<file path="src/rtl/uart_rx_16x_if.sv">
// rtl/uart_rx_16x_if.sv - tick/serial inputs and byte/status outputs of the 16x UART receiver
interface uart_rx_16x_if #(
    parameter int DATA_BITS = 8
);
    logic                 iB_Tick;
    logic                 iRx;
    logic [DATA_BITS-1:0] oRx_Data;
    logic                 oRx_Done;
    logic                 oFrame_Err;
    logic                 oRx_Busy;

    modport master (
        output iB_Tick, iRx,
        input  oRx_Data, oRx_Done, oFrame_Err, oRx_Busy
    );

    modport slave (
        input  iB_Tick, iRx,
        output oRx_Data, oRx_Done, oFrame_Err, oRx_Busy
    );
endinterface

</file>
<file path="src/rtl/uart_rx_16x.sv">
// rtl/uart_rx_16x.sv - 8N1 UART receiver, 16x oversampled, 3-sample majority vote per bit
module uart_rx_16x #(
    parameter int DATA_BITS  = 8,
    parameter int OVERSAMPLE = 16,
    parameter int VOTE_POS   = 7
) (
    input  logic          iClk,
    input  logic          iRst_n,
    uart_rx_16x_if.slave  bus
);
    localparam int CW = (OVERSAMPLE > 1) ? $clog2(OVERSAMPLE) : 1;
    localparam int BW = (DATA_BITS > 1) ? $clog2(DATA_BITS) : 1;
    localparam logic [CW-1:0] T_V0   = CW'(VOTE_POS);
    localparam logic [CW-1:0] T_V1   = CW'(VOTE_POS + 1);
    localparam logic [CW-1:0] T_V2   = CW'(VOTE_POS + 2);
    localparam logic [CW-1:0] T_LAST = CW'(OVERSAMPLE - 1);
    localparam logic [BW-1:0] B_LAST = BW'(DATA_BITS - 1);

    typedef enum logic [2:0] {IDLE, START, DATA, STOP, WAIT_HIGH} state_t;

    state_t               state;
    logic [CW-1:0]        tick_cnt;
    logic [BW-1:0]        bit_cnt;
    logic [DATA_BITS-1:0] shift;
    logic [DATA_BITS-1:0] rx_data;
    logic                 rx_done;
    logic                 frame_err;
    logic                 rx_meta;
    logic                 rx_s;
    logic                 v0;
    logic                 v1;
    logic                 maj;

    // Sync flops reset high so a reset never looks like a start bit.
    always_ff @(posedge iClk or negedge iRst_n) begin
        if (!iRst_n) begin
            rx_meta <= 1'b1;
            rx_s    <= 1'b1;
        end else begin
            rx_meta <= bus.iRx;
            rx_s    <= rx_meta;
        end
    end

    // Third vote sample is the live rx_s on the decision tick.
    assign maj = (v0 & v1) | (v0 & rx_s) | (v1 & rx_s);

    always_ff @(posedge iClk or negedge iRst_n) begin
        if (!iRst_n) begin
            state     <= IDLE;
            tick_cnt  <= '0;
            bit_cnt   <= '0;
            shift     <= '0;
            rx_data   <= '0;
            rx_done   <= 1'b0;
            frame_err <= 1'b0;
            v0        <= 1'b0;
            v1        <= 1'b0;
        end else begin
            rx_done   <= 1'b0;
            frame_err <= 1'b0;
            if (bus.iB_Tick) begin
                case (state)
                    IDLE: begin
                        tick_cnt <= '0;
                        if (!rx_s) state <= START;
                    end
                    WAIT_HIGH: begin
                        tick_cnt <= '0;
                        if (rx_s) state <= IDLE;
                    end
                    default: begin
                        tick_cnt <= (tick_cnt == T_LAST) ? '0 : tick_cnt + 1'b1;
                        if (tick_cnt == T_V0) v0 <= rx_s;
                        if (tick_cnt == T_V1) v1 <= rx_s;
                        if (tick_cnt == T_V2) begin
                            case (state)
                                START: begin
                                    if (maj) begin
                                        state    <= IDLE;
                                        tick_cnt <= '0;
                                    end
                                end
                                DATA: shift <= {maj, shift[DATA_BITS-1:1]};
                                STOP: begin
                                    // Leave STOP early to gain resync margin for the next start bit.
                                    tick_cnt <= '0;
                                    if (maj) begin
                                        rx_data <= shift;
                                        rx_done <= 1'b1;
                                        state   <= IDLE;
                                    end else begin
                                        frame_err <= 1'b1;
                                        state     <= WAIT_HIGH;
                                    end
                                end
                                default: ;
                            endcase
                        end
                        if (tick_cnt == T_LAST) begin
                            if (state == START) begin
                                state   <= DATA;
                                bit_cnt <= '0;
                            end else if (state == DATA) begin
                                if (bit_cnt == B_LAST) state <= STOP;
                                else bit_cnt <= bit_cnt + 1'b1;
                            end
                        end
                    end
                endcase
            end
        end
    end

    assign bus.oRx_Data   = rx_data;
    assign bus.oRx_Done   = rx_done;
    assign bus.oFrame_Err = frame_err;
    assign bus.oRx_Busy   = (state != IDLE);
endmodule

</file>
<file path="src/flat_wrapper.sv">
// flat-port wrapper written by rule: the top's interface ports become plain ports
module uart_rx_16x_flat 
#(
    parameter int DATA_BITS  = 8,
    parameter int OVERSAMPLE = 16,
    parameter int VOTE_POS   = 7
)
  (iClk, iRst_n, bus_iB_Tick, bus_iRx, bus_oRx_Data, bus_oRx_Done, bus_oFrame_Err, bus_oRx_Busy);
  uart_rx_16x_if #(.DATA_BITS(DATA_BITS)) bus_i ();
  input  logic iClk;
  input  logic iRst_n;
  input wire logic [$bits(bus_i.iB_Tick)-1:0] bus_iB_Tick;
  input wire logic [$bits(bus_i.iRx)-1:0] bus_iRx;
  output wire logic [$bits(bus_i.oRx_Data)-1:0] bus_oRx_Data;
  output wire logic [$bits(bus_i.oRx_Done)-1:0] bus_oRx_Done;
  output wire logic [$bits(bus_i.oFrame_Err)-1:0] bus_oFrame_Err;
  output wire logic [$bits(bus_i.oRx_Busy)-1:0] bus_oRx_Busy;
  assign bus_i.iB_Tick = bus_iB_Tick;
  assign bus_i.iRx = bus_iRx;
  assign bus_oRx_Data = bus_i.oRx_Data;
  assign bus_oRx_Done = bus_i.oRx_Done;
  assign bus_oFrame_Err = bus_i.oFrame_Err;
  assign bus_oRx_Busy = bus_i.oRx_Busy;
  uart_rx_16x #(.DATA_BITS(DATA_BITS), .OVERSAMPLE(OVERSAMPLE), .VOTE_POS(VOTE_POS)) u_core (.iClk(iClk), .iRst_n(iRst_n), .bus(bus_i));
endmodule
</file>
<file path="config.mk">
export PLATFORM = sky130hd
export DESIGN_NAME = uart_rx_16x_flat
export DESIGN_NICKNAME = d
export VERILOG_FILES = /design/src/rtl/uart_rx_16x_if.sv /design/src/rtl/uart_rx_16x.sv /design/src/flat_wrapper.sv
export SDC_FILE = /design/constraint.sdc
export NUM_CORES = 1
export LEC_CHECK = 0
export CELL_PAD_IN_SITES_DETAIL_PLACEMENT = 2
export CELL_PAD_IN_SITES_GLOBAL_PLACEMENT = 2
export CORE_ASPECT_RATIO = 0.5
export CORE_MARGIN = 4
export CORE_UTILIZATION = 38
export CTS_CLUSTER_DIAMETER = 60
export DETAILED_ROUTE_END_ITERATION = 8
export GPL_TIMING_DRIVEN = 1
export PLACE_DENSITY = 0.85
export SLEW_MARGIN = 20
export SYNTH_ARGS = -nofsm -noshare
export SYNTH_HDL_FRONTEND = slang
export SYNTH_SLANG_ARGS = --single-unit
</file>
<file path="constraint.sdc">
create_clock -name iClk -period 1.85 [get_ports iClk]
set_input_delay 0.37 -clock iClk [delete_from_list [all_inputs] [get_ports iClk]]
set_output_delay 0.37 -clock iClk [all_outputs]
set_load 0.005 [all_outputs]
</file>
; Yosys cells after proc, flatten, opt, wreduce, memory -nomap -nowiden
; Index checks and enable logic that the tools add are counted.
[word_totals]
register_bits = 32
latch_bits = 0
ramBits = 0
romBits = 0
in_bits = 4
out_inout_bits = 11
word_cells = 70
memories = 0
[op_classes]
add_sub_neg = 2
mul = 0
n_div = 0
order_cmp = 0
n_eq_ne = 12
shifts = 0
mux = 29
bitwise = 6
n_reduce_logical = 10
[op_table]
columns = cell, count
row1 = 3-bit two-way mux, 12
row2 = 4-bit two-way mux, 4
row3 = 4-bit equality test (second input constant), 3
row4 = 3-bit case mux with 2 select lines, 2
row5 = 1-bit two-way mux, 10
row6 = 5-bit AND reduction, 2
row7 = 3-bit AND reduction, 3
row8 = 4-bit case mux with 2 select lines, 1
row9 = 3-bit by 2-bit equality test with 1-bit output (second input constant), 2
row10 = 3-bit equality test (second input constant), 2
row11 = 4-bit by 1-bit adder with 4-bit output (second input constant), 1
row12 = 4-bit by 3-bit equality test with 1-bit output (second input constant), 1
row13 = 2-bit by 1-bit inequality test with 1-bit output (second input constant), 2
row14 = 4-bit AND reduction, 1
row15 = 3-bit by 1-bit adder with 3-bit output (second input constant), 1
row16 = 1-bit AND, 3
row17 = 3-bit by 1-bit equality test with 1-bit output (second input constant), 1
row18 = 3-bit zero test, 1
row19 = 3-bit nonzero test, 1
row20 = 2-bit inequality test (second input constant), 1
row21 = 1-bit bitwise OR, 2
row22 = 2-bit nonzero test, 1
row23 = 2-bit OR reduction, 1
row24 = 1-bit inverter, 1

; Logic depth before layout (Yosys ltp)
; Gate-level depths: netlist of the first run.
[depth]
ltp_word = 11
depth_mapped = 6
depth_no_buf = 6

; Least setup slack after synthesis of the first run
; OpenSTA, ideal clock, no wires.
[synth_timing]
path_type = reg2reg
start = reg u_core.tick_cnt[1]
end = reg u_core.rx_data[0] (netlist: u_core.bus.oRx_Data[0])
setup_time_ps = 125
arrival_time_ps = 1531
required_time_ps = 1725
path_slack_ps = 194
path_stages_with_launch = 7
n_path_buf = 0
synth_period_minus_slack_ps = 1656
path_cell_list = dfrtp_1 -> inv_1 -> ha_1 -> and4bb_4 -> and3_4 -> nand3_4 -> mux2_4
[synth_via]
elab_chain_len = 2
[synth_lines]
columns = element, line
row1 = from (decl), uart_rx_16x.sv:22  ; logic [CW-1:0] tick_cnt;
row2 = from (signal assigned), uart_rx_16x.sv:73  ; tick_cnt <= (tick_cnt == T_LAST) ? '0 : tick_cnt + 1'b1;
row3 = 4-bit equality test, uart_rx_16x.sv:76  ; if (tick_cnt == T_V2) begin
row4 = 5-bit AND reduction (no line), n/a
row5 = to (signal assigned), uart_rx_16x.sv:89  ; rx_data <= shift;
row6 = to (decl), uart_rx_16x.sv:25  ; logic [DATA_BITS-1:0] rx_data;
; No other way between the ends.
; A chain may end at the register's enable or synchronous reset.

; Worst setup path after layout of the first run
[layout_timing]
start = reg u_core.tick_cnt[1]
end = reg u_core.rx_data[1] (netlist: u_core.bus.oRx_Data[1])
; Same word-level chain as after synthesis.

==> out/metrics.csv, run 1 <==
metric,value,unit
first-pass GRT wire length,7438,um
DRC viols,0,
Synth cell types,40,
cells after synthesis,124,
cell-internal power,1.176,mW
worst skew pair latency,290,ps
placed cell count,197,
Slew headroom,0.6672,
Area growth syn-to-layout,24.94,%
CTS sink count,32,
fin. max-slew vios,0,
fin nets,162,
post-synthesis compound-gate area fraction,0.09171,
"commonest non-fill, non-tap cells in the layout","29 x dfrtp_1, 13 x clkdlybuf4s50_1, 12 x buf_4",
DP Area,1808,um^2
pwr dens,865.2,nW/um^2
multiplexer share of the synthesized area,0.1496,
setup violators final,0,
adder-cell share of the synthesized area,0.04907,
All-Layer GR Usage,0.1947,
unrepaired setup endpoints after global routing,no,
fin area,1943,um^2
# Max-Cap Violations,0,
clock skew,6.662,ps
initial drt markers,34,
Setup WS post-layout,51.04,ps
CTS Hold Bufs,0,
Post-Synth XOR/XNOR Area,0,
Final Util,0.4952,
post-place setup slack,-91.81,ps
Crit Path Category,flop to flop,
worst hold path depth,0,
r2r worst-path depth,6,
synthesized area per cell,12.54,um^2
"Data required, critical path",2020,ps
CORE AREA,3924,um^2
Logic pwr share,0.202,
final worst path period share,0.9724,
Sw Ratio,0.3005,
status,finished clean,
Fin. Hold Viols,0,
leakage,0.9076,nW
drt wl/cell,22.72,um
via count,1162,
R2R Path Start,u_core.tick_cnt[1],
drt pass-1 iters,4,
Peak VDD IR,0.2803,mV
min cycle time layout,1799,ps
top achievable clock speed,0.5559,GHz
Die Wd,98.48,um
Via density,5.587,
Rows,16,
largest net degree at the start of global routing,33,
vias in the first global route,1294,
Diodes inserted,0,
Clk pwr share,0.341,
Synth Area in Simple Gates,0.1593,
die area,5242,um^2
layout cell share with drive strength beyond 1,0.3377,
Hold Slack,364.1,ps
Critical Path Sink Type,flop,
register share of total power,0.457,
Root Driver,clkbuf_8,
"non-filler cells, final",208,
CTS Buffer Depth,2,
CP Launch Type,flop,
Post-Route WL,4726,um
RR Endpoint,u_core.bus.oRx_Data[1],
P_sw,0.5052,mW
TritonCTS Buffers,5,
TritonCTS clock tree,done,
worst-margin pin slew,497.0,ps
placer's final routability congestion estimate,0.7763,
Synth warnings,0,
hold crit path type,flop to flop,
Worst-path clk slew,70,ps
synthesized area,1555,um^2
R2R Setup Slk,50,ps
antenna violations before repair,0,
initial core utilization,0.3964,
Crit path arrival time,1970,ps
Ports,15,
DPL Wire Length,2638,um
global route overflow,0,
register area share after synthesis,0.5165,
"commonest non-fill, non-tap cell in the layout",dfrtp_1,
htree depth,2,
die height,53.24,um
hold_sp,u_core.rx_meta,
largest family of logic cells by synthesized area,simple AND/OR/NAND/NOR gates,
"FF+latch count, synth",32,
Post-Syn Nets,133,
worst-path maximum fanout,8,
I/O Buffers,14,
number of routed nets with antenna violations,0,
Hold EP,u_core.rx_s,
[power by group through the flow]
| stage | sequential (mW) | combinational, mW | clock [mW] |
|---|---|---|---|
| detailed placement | 0.776 | 0.295 | 0 |
| floorplan | 0.770 | 0.178 | 0 |
| CTS | 0.766 | 0.325 | 0.580 |
| global route | 0.772 | 0.370 | 0.615 |
| global placement | 0.773 | 0.279 | 0 |
| finish | 0.768 | 0.340 | 0.573 |
[worst max-delay path by stage]
stage / cells after the start / slack (ps) / from / endpoint
detailed placement: 4 / -90 / bus_iB_Tick / u_core.v0
finish: 6 / 50 / u_core.tick_cnt[1] / u_core.bus.oRx_Data[1]
global placement: 4 / 30 / bus_iB_Tick / u_core.v0
global route: 6 / 3 / u_core.bit_cnt[0] / u_core.bit_cnt[2]
CTS: 2 / 20 / u_core.state[0] / bus_oRx_Busy
floorplan: 6 / 190 / u_core.tick_cnt[1] / u_core.bus.oRx_Data[0]
[per-layer routing]
metal  GRT usage  share of wire
met1      0.2350           0.45
met5           0              0
met3     0.03289          0.038
met2      0.3557           0.49
met4     0.07483          0.026
[logic make-up (layout without fill, tap and decap cells)]
group,count (synthesis),in the layout
flops,32,32
fa+ha+maj,6,6
compound gates,22,22
simple gates,36,36
mux,18,18
buf+inv,10,40
[synth_stat cells (all sizes together)]
cell type | instances | area share
nor2 | 3 | 0.0072
a211oi | 1 | 0.0048
nand4b | 2 | 0.011
nor3b | 2 | 0.0097
o21ai | 6 | 0.019
o21bai | 1 | 0.0048
nand4 | 3 | 0.012
nand3b | 3 | 0.014
nor2b | 1 | 0.0040
mux2 | 18 | 0.15
dfstp | 2 | 0.034
maj3 | 1 | 0.0088
nand2 | 7 | 0.017
o22a | 1 | 0.0064
nand2b | 1 | 0.0040
inv | 4 | 0.0097
and4b | 1 | 0.0072
a31oi | 5 | 0.020
a21oi | 3 | 0.0097
and3 | 3 | 0.015
or3b | 1 | 0.0072
and4 | 1 | 0.0056
o211ai | 2 | 0.013
nor3 | 1 | 0.0032
ha | 5 | 0.040
or4 | 1 | 0.0048
and4bb | 1 | 0.010
buf | 3 | 0.017
o22ai | 1 | 0.0040
nand3 | 4 | 0.021
o21a | 2 | 0.0097
clkbuf | 3 | 0.0072
dfrtp | 30 | 0.48
or3 | 1 | 0.0048
[critical path, cell delays in order, from the launching register on]
cell	delay, ps
dfrtp_1	390
inv_2	90
ha_2	200
and4bb_4	280
and3_4	200
nand3_4	170
mux2_4	350
[flip-flops by register name, indices dropped and copies added, names as in the netlist]
register,count
u_core.bus.oRx_Done,1
u_core.rx_s,1
u_core.bit_cnt,3
u_core.state,3
u_core.tick_cnt,4
u_core.bus.oRx_Data,8
u_core.shift,8
u_core.v1,1
u_core.bus.oFrame_Err,1
u_core.rx_meta,1
u_core.v0,1
[metrics by stage]
step	power, mW	TNS (ps)
global placement	1.052	0
floorplan	0.9478	0
finish	1.681	0
CTS	1.672	0
detailed placement	1.070	-91.81
global route	1.758	0
[repair_timing]
item	CTS	global route
pin swaps	0	1
resized for setup	4	4
endpoints found under the setup margin	17	7
endpoints found under the hold margin	0	0
setup buffers	2	1
gates cloned	0	0
[area by class of cell]
type	instances	area, um^2
clock buffers	6	82.58
well taps	54	67.56
multi-input cells	82	710.7
flip-flops and latches	32	804.5
fillers	392	1981
clock inverters	2	10.01
inverters	4	15.01
repair buffers	28	252.7
No activity file was read; power rests on OpenSTA's default activity.
==> inputs of run 2 (changes only) <==
--- a/config.mk
+++ b/config.mk
@@ -12,7 +12,7 @@
 export CORE_UTILIZATION = 38
 export CTS_CLUSTER_DIAMETER = 60
 export DETAILED_ROUTE_END_ITERATION = 8
-export GPL_TIMING_DRIVEN = 1
+export GPL_TIMING_DRIVEN = 0
 export PLACE_DENSITY = 0.85
 export SLEW_MARGIN = 20
 export SYNTH_ARGS = -nofsm -noshare
==> out/metrics.csv, run 2 (synthesized netlist as in run 1, its figures left out) <==
metric,value,unit,change
die area,5242,um^2,unchanged
Ports,15,,unchanged
Via density,5.620,,was 5.587
DRC viols,0,,unchanged
die height,53.24,um,unchanged
Final Util,0.4923,,was 0.4952
CTS Hold Bufs,0,,unchanged
Rows,16,,unchanged
Diodes inserted,0,,unchanged
Crit Path Category,flop to flop,,unchanged
Critical Path Sink Type,flop,,unchanged
All-Layer GR Usage,0.2112,,was 0.1947
global route overflow,0,,unchanged
Die Wd,98.48,um,unchanged
Peak VDD IR,0.5639,mV,was 0.2803 mV
min cycle time layout,1802,ps,was 1799 ps
# Max-Cap Violations,0,,unchanged
htree depth,2,,unchanged
"commonest non-fill, non-tap cells in the layout","30 x dfrtp_1, 12 x clkdlybuf4s50_1, 8 x mux2_4, 8 x mux2_2",,"was 29 x dfrtp_1, 13 x clkdlybuf4s50_1, 12 x buf_4"
top achievable clock speed,0.5549,GHz,was 0.5559 GHz
number of routed nets with antenna violations,0,,unchanged
pwr dens,937.2,nW/um^2,was 865.2 nW/um^2
Area growth syn-to-layout,24.22,%,was 24.94%
worst-margin pin slew,737.3,ps,was 497.0 ps
DP Area,1758,um^2,was 1808 um^2
placer's final routability congestion estimate,0.7835,,was 0.7763
fin area,1932,um^2,was 1943 um^2
Worst-path clk slew,70,ps,about the same
via count,1152,,was 1162
layout cell share with drive strength beyond 1,0.3444,,was 0.3377
filler cell count,396,,was 392
drt pass-1 iters,4,,unchanged
final worst path period share,0.9741,,was 0.9724
fin. max-slew vios,0,,unchanged
fin nets,159,,was 162
Crit path arrival time,1980,ps,was 1970 ps
TritonCTS Buffers,5,,unchanged
"commonest non-fill, non-tap cell in the layout",dfrtp_1,,unchanged
CTS Buffer Depth,2,,unchanged
CTS sink count,32,,unchanged
Root Driver,clkbuf_8,,unchanged
vias in the first global route,1284,,was 1294
leakage,0.8977,nW,was 0.9076 nW
initial drt markers,67,,was 34
CP Launch Type,flop,,unchanged
Slew headroom,0.5085,,was 0.6672
status,finished clean,,unchanged
clock skew,6.746,ps,was 6.662 ps
worst skew pair latency,300,ps,was 290 ps
R2R Setup Slk,50,ps,about the same
first-pass GRT wire length,8024,um,was 7438 um
Post-Route WL,4800,um,was 4726 um
initial core utilization,0.3964,,unchanged
"Data required, critical path",2030,ps,was 2020 ps
Fin. Hold Viols,0,,unchanged
worst-path maximum fanout,8,,unchanged
I/O Buffers,14,,unchanged
total negative slack,0,ps,unchanged
drt wl/cell,23.41,um,was 22.72 um
largest net degree at the start of global routing,33,,unchanged
setup violators final,0,,unchanged
TritonCTS clock tree,done,,unchanged
antenna violations before repair,0,,unchanged
Total Power,1.811,mW,was 1.681 mW
hold crit path type,input pin to async pin,,was flop to flop
DPL Wire Length,2448,um,was 2638 um
CORE AREA,3924,um^2,unchanged
==> run 2: changes by cell type in the layout (fill, tap and decap cells not counted), sizes merged <==
cell	before	now
buf	14	10
clkbuf	6	8
bufinv	0	1
clkdlybuf4s15	1	0
clkdlybuf4s50	13	12
clkinv	2	1
clkinvlp	0	1
==> run 2: stage by stage <==
step,setup slack [ps],instances,hold slack (ps)
2_1_floorplan,194.1,124,74.41
3_3_place_gp,-214.8,192,346.0
3_5_place_dp,-143.2,192,354.7
4_1_cts,14.59,204,153.0
5_1_grt,-14.20,205,185.1
6_report,47.88,205,134.4
==> run 2: critical path, stage by stage, from the launching register on <==
cell and delay (ps):
dfrtp_1 430, inv_2 80, ha_2 170, and4bb_4 270, and3_4 200, nand3_4 170, mux2_4 350
==> run 2: layer usage <==
layer / track usage / share of wire / wire [um]
met1: 0.2571 / 0.44 / 2121
met2: 0.3781 / 0.51 / 2446
met3: 0.05526 / 0.034 / 165
met4: 0.05669 / 0.014 / 68
met5: 0 / 0 / 0
==> run 2: area by class of cell <==
type / instances / area [um^2] / share of cell area
clock inverters: 3 / 42.54 / 0.02202
flip-flops and latches: 32 / 803.3 / 0.4158
clock buffers: 5 / 68.82 / 0.03562
inverters: 4 / 15.01 / 0.007772
well taps: 54 / 67.56 / 0.03497
multi-input cells: 82 / 710.7 / 0.3679
repair buffers: 20 / 181.4 / 0.09391
plain buffers: 5 / 42.54 / 0.02202
==> run 2: final timing paths <==
kind | depth (start not counted) | to | startpoint
hold reg to reg | 0 | u_core.rx_s | u_core.rx_meta
min in group iClk | 0 | u_core.rx_s | u_core.rx_meta
hold / removal | 1 | u_core.v1 | iRst_n
setup reg to reg | 6 | u_core.bus.oRx_Data[0] | u_core.tick_cnt[1]
setup / recovery | 6 | u_core.bus.oRx_Data[0] | u_core.tick_cnt[1]
max in group asynchronous | 1 | u_core.state[1] | iRst_n
==> run 2: what timing repair did <==
| item | CTS | global route |
|---|---|---|
| setup buffers | 4 | 2 |
| endpoints found under the hold margin | 0 | 0 |
| gates resized for setup | 9 | 9 |
| gates cloned | 0 | 0 |
| setup endpoints to repair | 11 | 20 |
==> run 2: power by group <==
part           switching [mW]  internal, mW  leakage [nW]
Sequential             0.0401         0.735         0.438
Clock                   0.288         0.398        0.0541
Combinational           0.194         0.155         0.406
==> inputs of run 3 (changes only) <==
==> constraint.sdc (replaced) <==
create_clock -name iClk -period 1.7 [get_ports iClk]
set_input_delay 0.34 -clock iClk [delete_from_list [all_inputs] [get_ports iClk]]
set_output_delay 0.34 -clock iClk [all_outputs]
set_load 0.005 [all_outputs]
==> out/metrics.csv, run 3 (synthesized netlist as in run 1, its figures left out) <==
metric,value,unit,change
status,"complete, but fails checks",,was finished clean
failing checks,setup timing,,
Hold Slack,102.7,ps,was 134.4 ps
Rows,16,,unchanged
All-Layer GR Usage,0.1904,,was 0.2112
"commonest non-fill, non-tap cell in the layout",dfrtp_1,,unchanged
global route overflow,0,,unchanged
"Data required, critical path",1890,ps,was 2030 ps
"commonest non-fill, non-tap cells in the layout","28 x dfrtp_1, 15 x mux2_4, 14 x buf_4",,"was 30 x dfrtp_1, 12 x clkdlybuf4s50_1, 8 x mux2_4, 8 x mux2_2"
drt pass-1 iters,4,,unchanged
Final Util,0.5316,,was 0.4923
I/O Buffers,14,,unchanged
R2R Setup Slk,-50,ps,was 50 ps
Via density,5.726,,was 5.620
Root Driver,clkbuf_8,,unchanged
filler cell count,371,,was 396
largest net degree at the start of global routing,33,,unchanged
first-pass GRT wire length,7396,um,was 8024 um
vias in the first global route,1281,,was 1284
crit path cell chain,inv_2 -> ha_4 -> and4bb_4 -> and3_4 -> nand3_4 -> mux2_4,,was inv_2 -> ha_2 -> and4bb_4 -> and3_4 -> nand3_4 -> mux2_4
Critical Path Sink Type,flop,,unchanged
setup violators final,19,,was 0
unrepaired setup endpoints after global routing,yes,,
# Max-Cap Violations,0,,unchanged
Post-Route WL,5737,um,was 4800 um
r2r worst-path depth,6,,unchanged
via count,1231,,was 1152
Critical Path Max Stage Delay,410,ps,was 430 ps
CP Launch Type,flop,,unchanged
GR peak layer,met2,,unchanged
Diodes inserted,0,,unchanged
Crit Path Category,flop to flop,,unchanged
DPL Wire Length,2448,um,unchanged
Area growth syn-to-layout,34.11,%,was 24.22%
die area,5242,um^2,unchanged
placed cell count,192,,unchanged
Die Wd,98.48,um,unchanged
die height,53.24,um,unchanged
Worst-path clk slew,80,ps,was 70 ps
leakage,0.9502,nW,was 0.8977 nW
pwr dens,991.8,nW/um^2,was 937.2 nW/um^2
"non-filler cells, final",215,,was 205
Crit path arrival time,1940,ps,was 1980 ps
top achievable clock speed,0.5699,GHz,was 0.5549 GHz
met2 GRT Util,0.3635,,was 0.3781
"Slowest-stage cell, CP",dfrtp_1,,unchanged
antenna violations before repair,0,,unchanged
R2R Path Start,u_core.tick_cnt[1],,unchanged
initial core utilization,0.3964,,unchanged
DRC viols,0,,unchanged
TritonCTS Buffers,5,,unchanged
clock skew,7.290,ps,was 6.746 ps
top cell family by delay on the critical path,simple AND/OR/NAND/NOR gates,,unchanged
RR Endpoint,u_core.bus.oRx_Data[6],,was u_core.bus.oRx_Data[0]
number of routed nets with antenna violations,0,,unchanged
hold crit path type,input pin to async pin,,unchanged
fin nets,169,,was 159
Setup WS post-layout,-54.73,ps,was 47.88 ps
htree depth,2,,unchanged
Fin. Hold Viols,0,,unchanged
fin. max-slew vios,0,,unchanged
drt wl/cell,26.68,um,was 23.41 um
sequential cell area,805.8,um^2,was 803.3 um^2
area of the multi-input gates,768.2,um^2,was 710.7 um^2
final worst path period share,1.032,,was 0.9741
CTS sink count,32,,unchanged
worst-path maximum fanout,8,,unchanged
Peak VDD IR,0.8634,mV,was 0.5639 mV
min cycle time layout,1755,ps,was 1802 ps
Ports,15,,unchanged
worst-margin pin slew,761.1,ps,was 737.3 ps
WP buf/inv,1,,unchanged
CORE AREA,3924,um^2,unchanged
GRT met1 Usage,0.2236,,was 0.2571
placer's final routability congestion estimate,0.7835,,unchanged
CTS Buffer Depth,2,,unchanged
Slew headroom,0.4926,,was 0.5085
initial drt markers,71,,was 67
M3 GR Usage,0.04474,,was 0.05526
TritonCTS clock tree,done,,unchanged
layout cell share with drive strength beyond 1,0.4224,,was 0.3444
worst skew pair latency,310,ps,was 300 ps
run 3: cell count changes in the layout (fill, tap and decap cells not counted), sizes merged:
cell | previous run | this run
buf | 10 | 20
run 3: layout make-up:
class / instances / share of cell area
clock buffer: 5 / 0.03299
inverter: 4 / 0.007199
tap: 54 / 0.03239
clock inverter: 3 / 0.02040
buffer: 6 / 0.02939
multi-input combinational: 82 / 0.3683
timing repair buffer: 29 / 0.1230
sequential: 32 / 0.3863
run 3: repair_timing:
action | 4_1_cts | 5_1_grt
setup endpoints to repair | 18 | 25
buffers inserted | 7 | 8
pin swaps | 2 | 10
gates cloned | 0 | 0
hold buffers | 0 | 0
resized for setup | 17 | 19
run 3: worst max-delay path by stage:
stage                             end  depth (start not counted)  slack (ps)          startpoint
2_1_floorplan  u_core.bus.oRx_Data[0]                          6          40  u_core.tick_cnt[1]
3_3_place_gp        u_core.bit_cnt[1]                          1        -330              iRst_n
3_5_place_dp             bus_oRx_Busy                          3        -260     u_core.state[0]
4_1_cts        u_core.bus.oRx_Data[6]                          6          -3  u_core.tick_cnt[1]
5_1_grt               u_core.state[2]                          6        -170  u_core.tick_cnt[2]
6_report       u_core.bus.oRx_Data[6]                          6         -50  u_core.tick_cnt[1]
run 3: power breakdown:
group          internal (mW)  leakage [nW]  switching [mW]  total, mW
sequential             0.801         0.434          0.0464      0.847
clock                  0.434        0.0541           0.343      0.777
combinational          0.195         0.462           0.249      0.445
run 3: stage by stage:
step | instance area, um^2 | worst slack (ps) | setup TNS (ps) | total power, mW
5_1_grt | 2086 | -166.0 | -1517 | 2.164
6_report | 2086 | -54.73 | -558.8 | 2.069
2_1_floorplan | 1555 | 44.11 | 0 | 1.031
3_3_place_gp | 1763 | -334.8 | -12580 | 1.117
3_5_place_dp | 1758 | -263.2 | -3681 | 1.131
4_1_cts | 1959 | -2.896 | -6.311 | 1.958
run 3: layer usage:
layer / share of wire / up-vias
met3: 0.028 / 10
met2: 0.48 / 29
met5: 0 / -
met4: 0.018 / 0
met1: 0.47 / 666
li1: - / 526
